$ cat config.mk
export PLATFORM = sky130hd
export DESIGN_NAME = trojan_misr
export DESIGN_NICKNAME = d
export VERILOG_FILES = /design/src/rtl/trojan_chk_pkg.sv /design/src/rtl/trojan_misr.sv
export SDC_FILE = /design/constraint.sdc
export NUM_CORES = 1
export LEC_CHECK = 0
export BUFFER_PORTS_ARGS = -buffer_cell sky130_fd_sc_hd__buf_2
export CORE_UTILIZATION = 52
export DETAILED_ROUTE_END_ITERATION = 6
export HOLD_SLACK_MARGIN = 0.06
export PLACE_DENSITY_LB_ADDON = 0.25
export SLEW_MARGIN = 20
export SYNTH_ARGS = -nofsm -noshare
export SYNTH_HDL_FRONTEND = slang
export SYNTH_SLANG_ARGS = --single-unit
$ cat constraint.sdc
create_clock -name CK -period 1.5 [get_ports CK]
set_input_delay 0 -clock CK [delete_from_list [all_inputs] [get_ports CK]]
set_output_delay 0 -clock CK [all_outputs]
set_load 0.005 [all_outputs]
$ cat src/rtl/trojan_chk_pkg.sv
`default_nettype none
// ============================================================================
// Module  : trojan_chk_pkg
// Brief   : Shared FSM states and MISR constants for the trojan response checker.
// Revision: 1.0 - initial release
// ============================================================================
package trojan_chk_pkg;

    typedef enum logic [1:0] {
        IDLE = 2'd0,
        RUN  = 2'd1,
        DONE = 2'd2
    } state_e;

    localparam logic [15:0] SIG_SEED = 16'hFFFF;
    localparam logic [15:0] SIG_POLY = 16'h1021;

endpackage
`default_nettype wire

$ cat src/rtl/trojan_misr.sv
`default_nettype none
// ============================================================================
// Module  : trojan_misr
// Brief   : Multiple-input signature register folding DUT responses into a signature.
// Revision: 1.0 - initial release
// ============================================================================
module trojan_misr
    import trojan_chk_pkg::*;
#(
    parameter int SIG_W = 16,
    parameter int N_OUT = 1
) (
    input  logic             CK,
    input  logic             reset,
    input  logic             en,
    input  logic             clr,
    input  logic [N_OUT-1:0] data,
    output logic [SIG_W-1:0] sig
);

    logic [SIG_W-1:0] r_sig;
    logic [SIG_W-1:0] w_sig_next;

    always_comb begin
        w_sig_next = {r_sig[SIG_W-2:0], 1'b0}
                   ^ (r_sig[SIG_W-1] ? SIG_W'(SIG_POLY) : '0)
                   ^ SIG_W'(data);
    end

    // clr has priority so a start always reseeds, even if a sample coincides
    always_ff @(posedge CK) begin
        if (!reset) begin
            r_sig <= '0;
        end else if (clr) begin
            r_sig <= SIG_W'(SIG_SEED);
        end else if (en) begin
            r_sig <= w_sig_next;
        end
    end

    assign sig = r_sig;

endmodule
`default_nettype wire

# After elaboration in Yosys (flattened, before gate mapping)
# Cells that the tools add are included.
# op_classes
bitwise_logic	2
n_reduce_logical	1
muxes	3
# ops
cell	n
$mux 16	2
$xor 16x1->16	1
$xor 16x13->16	1
$mux 13	1
$reduce_bool 2->1	1
# totals
output_inout_bits	16
regBits	16

# Longest topological paths before layout
# depth
depth_word	5
depth_mapped	4

# Worst setup path after synthesis
# No wires, ideal clock.
# synth_timing
path_type	register -> register
from	register, netlist name sig[15]
to	register r_sig[15], in the netlist sig[15]
t_arrival_ns	0.765
path_stages_with_launch	3
path_buffers	0
required_ns	1.385
setup_ns	0.115
path_slack_ns	0.621
cell_sequence	dfxtp_1 -> mux2_2 -> o21a_1
# synth_rtl
item	line	rtl
end signal, assigned	trojan_misr.sv:35	r_sig <= SIG_W'(SIG_SEED);
end signal, assigned	trojan_misr.sv:37	r_sig <= w_sig_next;
end, declared	trojan_misr.sv:21	logic [SIG_W-1:0] r_sig;

==> impl_metrics.csv <==
group,metric,value,unit
synthesis,seq_area_frac_synth,45.4,%
floorplan,die-area,0.00151,sq mm
global_routing,antenna_found_initial,0,
clock_network,clk_path_buf_depth,2,
run,maxCapViolations,0,
timing,worst_pin_slew,0.402,ns
timing,finalHoldViolations,0,
critical_path,start_kind,"flop",
floorplan,num_io_pins,21,
routing,wl,1.09,mm
cells_and_area,n_fill_cell,107,
clock_network,cts_root_buf,"clkbuf_4",
power,ir_worst_vdd,614,uV
cells_and_area,final_cell_mix,"20 x buf_2, 16 x dfxtp_1, 13 x o21a_1",
cells_and_area,fin_nets,83,
global_routing,grt_max_degree,18,
clock_network,h-tree-depth,1,
cells_and_area,antenna_cells,0,
routing,viasPerCell,5.18,
timing,slew_headroom,73.2,%
routing,wl_per_cell,12.1,um
timing,finalClockSkew,0.00892,ns
critical_path,crit_type,"flop to flop",
floorplan,core_area,0.00119,sq mm
floorplan,num_rows,12,
placed_design,port_buffers,20,
global_routing,overflow,0,
critical_path,worstSetupEndpointType,"flop",
global_routing,grt_pass1_vias,406,
synthesis,synth_area_per_cell,12.2,sq um
cells_and_area,areaGrowthSynthToFinish,14.4,%
routing,drc,0,
routing,vias,466,
floorplan,die_x,38.8,um
critical_path,cp_max_fo,5,
clock_network,cts_num_sinks,16,
timing,fmax,1.09,GHz
timing,period_needed,0.913,ns
placed_design,pre_cts_slack,0.496,ns
timing,grt_setup_unrepaired,"false",
synthesis,synth_seq_cells,16,
routing,antenna_left,0,
placed_design,dp.cells,86,
clock_network,cts_made_buffers,3,
floorplan,dieHeight,38.8,um
power,power_leakage,0.368,nW
synthesis,synthesis.area,706,sq um
placed_design,dp_hpwl,741,um
routing,first_iter_violations,4,
cells_and_area,post-route-util,68.0,%
floorplan,start_util,59.5,%
hold_path,hold_class,"primary input to flop",
critical_path,required,1.67,ns
cells_and_area,largest_reg_flops,16,
synthesis,synth.net_count,63,
timing,fin_crit_sh,60.9,%
global_routing,grt_pass1_wl,1.72,mm
synthesis,synthCells,58,
critical_path,crit_arrival,1.09,ns
cells_and_area,postLayoutCellArea,807,sq um
synthesis,yosysWarnings,0,
timing,holdWs,0.0838,ns
placed_design,gp_congestion,0.673,
timing,final_max_slew_viol_count,0,
clock_network,clock_latency,0.28,ns
placed_design,post_dp_cell_area,774,sq um
power,finalPower,858,uW
cells_and_area,drive_above_1_share,47.4,%
synthesis,synth.distinct_cells,12,
timing,setup-violations-final,0,
outcome,status,"finished, final reports clean",
clock_network,tritoncts,"built",
cells_and_area,mostFrequentLayoutCell,"buf_2",
clock_network,clk_pin_slew,0.09,ns
clock_network,cts_setup_buffers,0,
global_routing,grtUsageTotal,17.2,%
timing,finalSetupTns,0,ns
routing,drt-pass1-iter-count,4,
power,power_density,1060,mW/mm^2
timing,setup_slack,0.587,ns
cells_and_area,instances_no_fill,90,
report_power, final:
| part | switching, mW | internal (mW) |
|---|---|---|
| clock network | 0.128 | 0.0930 |
| logic | 0.0572 | 0.0940 |
| registers | 0.0259 | 0.460 |
per-layer routing:
metal	vias up	GRT usage, %	routed length [um]
met5	-	0	0
met4	0	7.76	0
met3	0	6.94	43
met2	13	24.2	499
met1	211	22.7	543
li1	242	-	-
repair_timing:
item                                    4_1_cts  5_1_grt
resized for setup                             0        0
endpoints found under the setup margin        0        0
endpoints found under the hold margin         1        0
hold buffers                                  1        0
Yosys cell counts:
library cell  instances  area (sq um)
a21oi_1               3          15.0
clkbuf_1              2          7.51
mux2_2                7          78.8
xnor2_1               3          26.3
buf_2                 2          10.0
nor2b_1               1          6.26
o21a_1               13          97.6
buf_6                 1          11.3
buf_12                1          20.0
mux2_4                6          90.1
dfxtp_1              16           320
o31ai_1               3          22.5
cells by family after synthesis:
logic type	after synthesis	share of synthesized area [%]
AO/OA/AOI/OAI	19	19.1
XOR/XNOR	3	3.72
buffers and inverters	6	6.92
flip-flops	16	45.4
multiplexers	13	23.9
AND/OR/NAND/NOR	1	0.887
area by class of cell:
class / instances / area (sq um) / share of cell area (%)
multi-input combinational: 36 / 337 / 41.7
clock buffer: 3 / 22.5 / 2.79
timing repair buffer: 21 / 110 / 13.6
tap: 14 / 17.5 / 2.17
sequential: 16 / 320 / 39.7
path summary, 6_finish.rpt:
kind	startpoint	slack, ns	cells after the start	end
max	sig[15]$_SDFFE_PN0P_	0.59	2	sig[15]$_SDFFE_PN0P_
min	reset	0.08	2	sig[2]$_SDFFE_PN0P_
max reg2reg	sig[15]$_SDFFE_PN0P_	0.59	2	sig[15]$_SDFFE_PN0P_
min reg2reg	sig[4]$_SDFFE_PN0P_	0.57	2	sig[5]$_SDFFE_PN0P_
critical path: stages (launching register included):
cell and delay [ns]:
dfxtp_1 0.37, mux2_2 0.28, o21a_1 0.16
Power figures use the tool's default switching activity.
